==> config.mk <==
export PLATFORM = sky130hd
export DESIGN_NAME = program_counter_unit_flat
export DESIGN_NICKNAME = d
export VERILOG_FILES = /design/src/rtl/program_counter_unit_if.sv /design/src/rtl/program_counter_unit.sv /design/src/flat_wrapper.sv
export SDC_FILE = /design/constraint.sdc
export NUM_CORES = 1
export LEC_CHECK = 0
export CAP_MARGIN = 20
export CORE_AREA = 2 2 129 131
export CTS_CLUSTER_DIAMETER = 200
export DETAILED_ROUTE_END_ITERATION = 12
export DIE_AREA = 0 0 131 133
export PLACE_DENSITY = 0.76
export SETUP_SLACK_MARGIN = 0.15
export SYNTH_ARGS = -nofsm -noshare
export SYNTH_HDL_FRONTEND = slang
export SYNTH_SLANG_ARGS = --single-unit
==> constraint.sdc <==
create_clock -name clk -period 2.8 [get_ports clk]
set_input_delay 0.56 -clock clk [delete_from_list [all_inputs] [get_ports clk]]
set_output_delay 0.56 -clock clk [all_outputs]
set_load 0.02 [all_outputs]
==> src/rtl/program_counter_unit_if.sv <==
// Purpose: fetch-stage next-PC bundle, decoder/ALU/trap controls in, PC state out.
// Latency: wiring only, no storage of its own.
// Backpressure: stall travels in the bundle; the PC unit holds while it is high in RUN.
// Ports: stall/opcode/cond_jump/imm/alu_out/trap_req/mret/fault_ack drive the unit (master -> slave);
//        pc_o/pc_plus_4_o/epc_o/fault_o/fault_addr_o/state_o come back (slave -> master).
//        Counter outputs br_total_cnt_o/br_taken_cnt_o/jump_cnt_o exist only with PC_UNIT_PERF_CNT_EN.
interface program_counter_unit_if #(
  parameter int XLEN  = 32,
  parameter int CNT_W = 32
);
  logic            stall;
  logic [6:0]      opcode;
  logic            cond_jump;
  logic [XLEN-1:0] imm;
  logic [XLEN-1:0] alu_out;
  logic            trap_req;
  logic            mret;
  logic            fault_ack;

  logic [XLEN-1:0] pc_o;
  logic [XLEN-1:0] pc_plus_4_o;
  logic [XLEN-1:0] epc_o;
  logic            fault_o;
  logic [XLEN-1:0] fault_addr_o;
  logic [1:0]      state_o;

`ifdef PC_UNIT_PERF_CNT_EN
  logic [CNT_W-1:0] br_total_cnt_o;
  logic [CNT_W-1:0] br_taken_cnt_o;
  logic [CNT_W-1:0] jump_cnt_o;

  modport master (
    output stall, opcode, cond_jump, imm, alu_out, trap_req, mret, fault_ack,
    input  pc_o, pc_plus_4_o, epc_o, fault_o, fault_addr_o, state_o,
    input  br_total_cnt_o, br_taken_cnt_o, jump_cnt_o
  );

  modport slave (
    input  stall, opcode, cond_jump, imm, alu_out, trap_req, mret, fault_ack,
    output pc_o, pc_plus_4_o, epc_o, fault_o, fault_addr_o, state_o,
    output br_total_cnt_o, br_taken_cnt_o, jump_cnt_o
  );
`else
  modport master (
    output stall, opcode, cond_jump, imm, alu_out, trap_req, mret, fault_ack,
    input  pc_o, pc_plus_4_o, epc_o, fault_o, fault_addr_o, state_o
  );

  modport slave (
    input  stall, opcode, cond_jump, imm, alu_out, trap_req, mret, fault_ack,
    output pc_o, pc_plus_4_o, epc_o, fault_o, fault_addr_o, state_o
  );
`endif
endinterface

==> src/rtl/program_counter_unit.sv <==
// Purpose: owns the architectural PC; picks sequential/branch/JAL/JALR next PC, traps, mret, misalign fault.
// Latency: 1 cycle from sampled inputs to new pc_o; pc_plus_4_o is combinational from pc_o.
// Backpressure: stall holds all state in RUN (trap/mret not latched); in FAULT only fault_ack matters.
// Ports: clk, rst (synchronous, active-high); bus = program_counter_unit_if.slave carrying the
//        control inputs and the registered PC/EPC/fault/state outputs.
// Option: define PC_UNIT_PERF_CNT_EN to add saturating branch/jump counters (CNT_W bits each).
module program_counter_unit #(
  parameter int              XLEN         = 32,
  parameter logic [XLEN-1:0] RESET_VECTOR = 32'h0040_0000,
  parameter logic [XLEN-1:0] TRAP_VECTOR  = 32'h0040_0100,
  parameter int              CNT_W        = 32
) (
  input logic                   clk,
  input logic                   rst,
  program_counter_unit_if.slave bus
);

  localparam logic [6:0] OP_B_TYPE      = 7'b110_0011;
  localparam logic [6:0] OP_J_TYPE      = 7'b110_1111;
  localparam logic [6:0] OP_I_JALR_TYPE = 7'b110_0111;

  localparam logic [1:0] ST_RUN   = 2'd0;
  localparam logic [1:0] ST_FAULT = 2'd1;

  logic [XLEN-1:0] pc_q;
  logic [XLEN-1:0] epc_q;
  logic [XLEN-1:0] fault_addr_q;
  logic            fault_q;
  logic [1:0]      state_q;

  logic [XLEN-1:0] pc_plus_4;
  logic [XLEN-1:0] target;
  logic            redirect;
  logic            misaligned;

  // Next-PC selection. Only redirecting targets can be misaligned; the
  // sequential path is always a multiple of 4 away from an aligned PC.
  always_comb begin
    pc_plus_4 = pc_q + XLEN'(4);
    target    = pc_plus_4;
    redirect  = 1'b0;
    case (bus.opcode)
      OP_B_TYPE: begin
        if (bus.cond_jump) begin
          target   = pc_q + bus.imm;
          redirect = 1'b1;
        end
      end
      OP_J_TYPE: begin
        target   = pc_q + bus.imm;
        redirect = 1'b1;
      end
      OP_I_JALR_TYPE: begin
        target   = {bus.alu_out[XLEN-1:1], 1'b0};
        redirect = 1'b1;
      end
      default: begin
        target   = pc_plus_4;
        redirect = 1'b0;
      end
    endcase
    misaligned = redirect && (target[1:0] != 2'b00);
  end

  always_ff @(posedge clk) begin
    if (rst) begin
      pc_q         <= RESET_VECTOR;
      epc_q        <= '0;
      fault_addr_q <= '0;
      fault_q      <= 1'b0;
      state_q      <= ST_RUN;
    end else begin
      case (state_q)
        ST_RUN: begin
          if (!bus.stall) begin
            if (bus.trap_req) begin
              epc_q <= pc_q;
              pc_q  <= TRAP_VECTOR;
            end else if (bus.mret) begin
              pc_q <= epc_q;
            end else if (misaligned) begin
              // PC holds on the faulting instruction; EPC records it too.
              state_q      <= ST_FAULT;
              fault_q      <= 1'b1;
              fault_addr_q <= target;
              epc_q        <= pc_q;
            end else begin
              pc_q <= target;
            end
          end
        end
        ST_FAULT: begin
          if (bus.fault_ack) begin
            pc_q    <= TRAP_VECTOR;
            fault_q <= 1'b0;
            state_q <= ST_RUN;
          end
        end
        default: begin
          fault_q <= 1'b0;
          state_q <= ST_RUN;
        end
      endcase
    end
  end

  assign bus.pc_o         = pc_q;
  assign bus.pc_plus_4_o  = pc_plus_4;
  assign bus.epc_o        = epc_q;
  assign bus.fault_o      = fault_q;
  assign bus.fault_addr_o = fault_addr_q;
  assign bus.state_o      = state_q;

`ifdef PC_UNIT_PERF_CNT_EN
  logic [CNT_W-1:0] br_total_q;
  logic [CNT_W-1:0] br_taken_q;
  logic [CNT_W-1:0] jump_q;
  logic             cnt_en;

  // Count only instructions that actually retire through the normal path.
  assign cnt_en = (state_q == ST_RUN) && !bus.stall && !bus.trap_req &&
                  !bus.mret && !misaligned;

  always_ff @(posedge clk) begin
    if (rst) begin
      br_total_q <= '0;
      br_taken_q <= '0;
      jump_q     <= '0;
    end else if (cnt_en) begin
      if (bus.opcode == OP_B_TYPE) begin
        if (br_total_q != {CNT_W{1'b1}}) br_total_q <= br_total_q + CNT_W'(1);
        if (bus.cond_jump && (br_taken_q != {CNT_W{1'b1}})) br_taken_q <= br_taken_q + CNT_W'(1);
      end
      if ((bus.opcode == OP_J_TYPE) || (bus.opcode == OP_I_JALR_TYPE)) begin
        if (jump_q != {CNT_W{1'b1}}) jump_q <= jump_q + CNT_W'(1);
      end
    end
  end

  assign bus.br_total_cnt_o = br_total_q;
  assign bus.br_taken_cnt_o = br_taken_q;
  assign bus.jump_cnt_o     = jump_q;
`endif

endmodule

==> src/flat_wrapper.sv <==
// flat-port wrapper written by rule: the top's interface ports become plain ports
module program_counter_unit_flat 
#(
  parameter int              XLEN         = 32,
  parameter logic [XLEN-1:0] RESET_VECTOR = 32'h0040_0000,
  parameter logic [XLEN-1:0] TRAP_VECTOR  = 32'h0040_0100,
  parameter int              CNT_W        = 32
)
  (clk, rst, bus_stall, bus_opcode, bus_cond_jump, bus_imm, bus_alu_out, bus_trap_req, bus_mret, bus_fault_ack, bus_pc_o, bus_pc_plus_4_o, bus_epc_o, bus_fault_o, bus_fault_addr_o, bus_state_o);
  program_counter_unit_if #(.XLEN(XLEN), .CNT_W(CNT_W)) bus_i ();
  input logic clk;
  input logic rst;
  input wire logic [$bits(bus_i.stall)-1:0] bus_stall;
  input wire logic [$bits(bus_i.opcode)-1:0] bus_opcode;
  input wire logic [$bits(bus_i.cond_jump)-1:0] bus_cond_jump;
  input wire logic [$bits(bus_i.imm)-1:0] bus_imm;
  input wire logic [$bits(bus_i.alu_out)-1:0] bus_alu_out;
  input wire logic [$bits(bus_i.trap_req)-1:0] bus_trap_req;
  input wire logic [$bits(bus_i.mret)-1:0] bus_mret;
  input wire logic [$bits(bus_i.fault_ack)-1:0] bus_fault_ack;
  output wire logic [$bits(bus_i.pc_o)-1:0] bus_pc_o;
  output wire logic [$bits(bus_i.pc_plus_4_o)-1:0] bus_pc_plus_4_o;
  output wire logic [$bits(bus_i.epc_o)-1:0] bus_epc_o;
  output wire logic [$bits(bus_i.fault_o)-1:0] bus_fault_o;
  output wire logic [$bits(bus_i.fault_addr_o)-1:0] bus_fault_addr_o;
  output wire logic [$bits(bus_i.state_o)-1:0] bus_state_o;
  assign bus_i.stall = bus_stall;
  assign bus_i.opcode = bus_opcode;
  assign bus_i.cond_jump = bus_cond_jump;
  assign bus_i.imm = bus_imm;
  assign bus_i.alu_out = bus_alu_out;
  assign bus_i.trap_req = bus_trap_req;
  assign bus_i.mret = bus_mret;
  assign bus_i.fault_ack = bus_fault_ack;
  assign bus_pc_o = bus_i.pc_o;
  assign bus_pc_plus_4_o = bus_i.pc_plus_4_o;
  assign bus_epc_o = bus_i.epc_o;
  assign bus_fault_o = bus_i.fault_o;
  assign bus_fault_addr_o = bus_i.fault_addr_o;
  assign bus_state_o = bus_i.state_o;
  program_counter_unit #(.XLEN(XLEN), .RESET_VECTOR(RESET_VECTOR), .TRAP_VECTOR(TRAP_VECTOR), .CNT_W(CNT_W)) u_core (.clk(clk), .rst(rst), .bus(bus_i));
endmodule
==> qor.yml <==
status: "completed"
clockRootBuffer: "clkbuf_16"
swShare_pct: 27.41
path_class: "reg2reg"
routed_via_density: 6.061
cp_slowest_cell: "fa_2"
fp.dieH_um: 133
numCtsBuffers: 9
start_util_pct: 41.62
crit_chain: "ha_4, inv_2, fa_2, nand2b_4, a211oi_2, buf_4, buf_6, o21ai_2, buf_4, nor2_4, buf_12, nor2_1, a211oi_1"
synth_edf_count: 0
crit_path_end_kind: "flip-flop"
hold_viol_final: 0
pwr-share-comb_pct: 23.3
fin_skew_ns: 0.007493
syn-num-nets: 997
num_vias: 9401
drtIter0Drc: 901
setup_viol: 0
core_um2: 16170
rsz0062_at_grt: "yes"
gp_congestion: 0.9872
htree_levels: 3
switchingPower_mw: 0.9375
tightest_slew_ns: 0.6302
fp.dieW_um: 131
period_minus_slack_ns: 2.800
clkTransAtPathRegs_ns: 0.06
ys_top_cells_by_area: "dfxtp_1, nand2_1, ha_1"
drv_cap: 0
yosys_warnings: 0
ant_nets: 0
drive_gt1_share_pct: 39.07
ctsHoldBuffers: 0
clock_sinks: 97
dieArea_um2: 17420
p_clk_share_pct: 35.9
io_buffers: 206
grt_use_total_pct: 35.24
intPower_mw: 2.483
num-fill-cells: 1084
synthFlopType: "dfxtp_1"
syn_to_final_growth_pct: 86.93
diodes: 0
cts_tree: "built"
path_buf_inv: 5
pwr_density_cell_nw_per_um2: 271.8
finalSetupTns_ns: 0
rows: 47
grt_start_max_net_pins: 36
arrival_ns: 3.05
grt_pass1_wl_um: 47140
critPathMaxStageDelay_ns: 0.49
reg2reg_slack_ns: 0.0002
cp_max_fo: 18
overflow: 0
ys_seq_area_share_pct: 28.85
yosys.area.top_type_share_pct: 28.85
nNetsFinal: 1439
dr.pass1.iters: 8
slew_viol_final: 0
place_hpwl_um: 23610
synth-seq-cells: 97
avgSynthCellArea_um2: 7.598
vdd_drop_max_mv: 0.3359
yosysTopAreaCell: "dfxtp_1"
fmax_mhz: 357.2
synth_cell_types: 69
p_leak_nw: 5.198
required_ns: 3.05
wl_um: 34580
synthCells: 886
pwr-share-seq_pct: 40.8
cts_buffer_depth: 2
clk_latency_ns: 0.35
critPathTopFamily: "buffers and inverters"
grt_pass1_vias: 8814
critPathLaunchType: "flip-flop"
whs_ns: 0.4611
wl_per_cell_um: 22.29
min_period_over_period_pct: 99.99
relSlewSlack_pct: 57.99
antenna_found_initial: 1
crit_top_cell: "buf_4"
syn_area_um2: 6731
pin_count: 209
hp-class: "reg2reg"
drc: 0
async_flop_share_pct: 0
==> kinds of logic after synthesis <==
group	share of synthesized area, %
buffers and inverters	4.926
adder cells (fa/ha/maj)	6.245
flip-flops	28.85
other	0.05571
AO/OA/AOI/OAI	29.94
AND/OR/NAND/NOR	22.97
multiplexers	0.8922
XOR/XNOR	6.115
==> cells in the mapped netlist (4+ instances only) <==
| library cell | instances |
|---|---|
| nand3_1 | 24 |
| nor2b_1 | 4 |
| nand2b_1 | 7 |
| o21ai_0 | 53 |
| a211oi_1 | 36 |
| xor2_1 | 14 |
| or3_1 | 7 |
| and3_1 | 11 |
| nand2_1 | 135 |
| a22oi_1 | 10 |
| inv_1 | 20 |
| a221o_1 | 5 |
| clkbuf_1 | 38 |
| mux2i_1 | 6 |
| xnor2_1 | 33 |
| and2_1 | 9 |
| a22o_1 | 11 |
| a21o_1 | 16 |
| ha_1 | 32 |
| dfxtp_1 | 97 |
| nor3_1 | 19 |
| buf_4 | 5 |
| a21oi_1 | 78 |
| o21a_1 | 8 |
| a2111oi_0 | 4 |
| and4_1 | 8 |
| a31oi_1 | 5 |
| o211ai_1 | 7 |
| nor2_1 | 69 |
| a32oi_1 | 7 |
| nor4_1 | 4 |
| a222oi_1 | 15 |
| o21ai_1 | 8 |
| nand4_1 | 14 |
| buf_2 | 13 |
==> stage by stage <==
step	power (mW)	setup WS [ns]	util, %	cells	cell area, um2
detailed placement	2.075	-0.8956	66.25	1491	10710
global placement	2.072	-0.8355	66.25	1491	10710
floorplan	1.700	0.08649	-	886	6770
CTS	3.330	0.08915	72.64	1525	11750
global route	3.512	-0.06917	77.81	1551	12580
finish	3.421	0.0001676	77.81	1551	12580
==> cells in the final DEF (no fill, tap or decap), types with 17 or more instances in the layout <==
cell             instances
nand3_1                 17
xnor2_1                 20
a21oi_2                 24
a21oi_1                 52
clkdlybuf4s50_1        146
nand2_1                120
inv_1                   17
o21ai_0                 33
dfxtp_1                 75
ha_4                    20
a211oi_1                28
nor2_1                  64
buf_6                   22
buf_4                  253
o21ai_1                 18
==> worst paths after layout <==
check                           cells after the start                                        to                                      from
worst max-delay path                               13  u_core.bus.fault_addr_o[19]$_SDFFE_PP0P_           u_core.bus.pc_o[0]$_SDFFE_PP0P_
worst min-delay path                                2  u_core.bus.fault_addr_o[15]$_SDFFE_PP0P_  u_core.bus.fault_addr_o[15]$_SDFFE_PP0P_
worst max register to register                     13  u_core.bus.fault_addr_o[19]$_SDFFE_PP0P_           u_core.bus.pc_o[0]$_SDFFE_PP0P_
worst min register to register                      2  u_core.bus.fault_addr_o[15]$_SDFFE_PP0P_  u_core.bus.fault_addr_o[15]$_SDFFE_PP0P_
==> area by class of cell <==
type	instances	area [um2]	area share, %
well taps	220	275.3	2.188
clock buffers	11	242.7	1.929
multi-input cells	712	5552	44.12
inverters	20	75.07	0.5966
clock inverters	3	42.54	0.3381
flip-flops and latches	97	1987	15.79
repair buffers	488	4409	35.04
==> registers in the layout, summed over array words and instances, names as in the netlist <==
register,flops
u_core.bus.epc_o,32
u_core.bus.fault_addr_o,32
u_core.bus.pc_o,32
u_core.bus.state_o,1
==> what timing repair did <==
item | 4_1_cts | 5_1_grt
resized for setup | 254 | 158
setup buffers | 20 | 21
pin swaps | 69 | 95
gates cloned | 0 | 5
endpoints found under the setup margin | 124 | 111
==> per-layer routing <==
layer	part of all wire [%]	GRT usage (%)
met5	0	0
met4	6.8	19.62
met3	9.4	6.793
met2	48	60.25
met1	35	40.70
==> tightest hold or removal path, delay by kind of cell, from the launching register on <==
kind	cells	cell delay [ns]
DFF	1	0.31
AOI/OAI and AO/OA	1	0.05
and+or+nand+nor	1	0.05
==> power by group through the flow <==
stage	Sequential (mW)	Combinational, mW	Clock (mW)
after detailed placement	1.43	0.645	0
after global routing	1.40	0.832	1.28
final	1.40	0.797	1.23
after global placement	1.43	0.642	0
after CTS	1.40	0.708	1.22
after floorplan	1.44	0.260	0
Power figures use the tool's default switching activity.
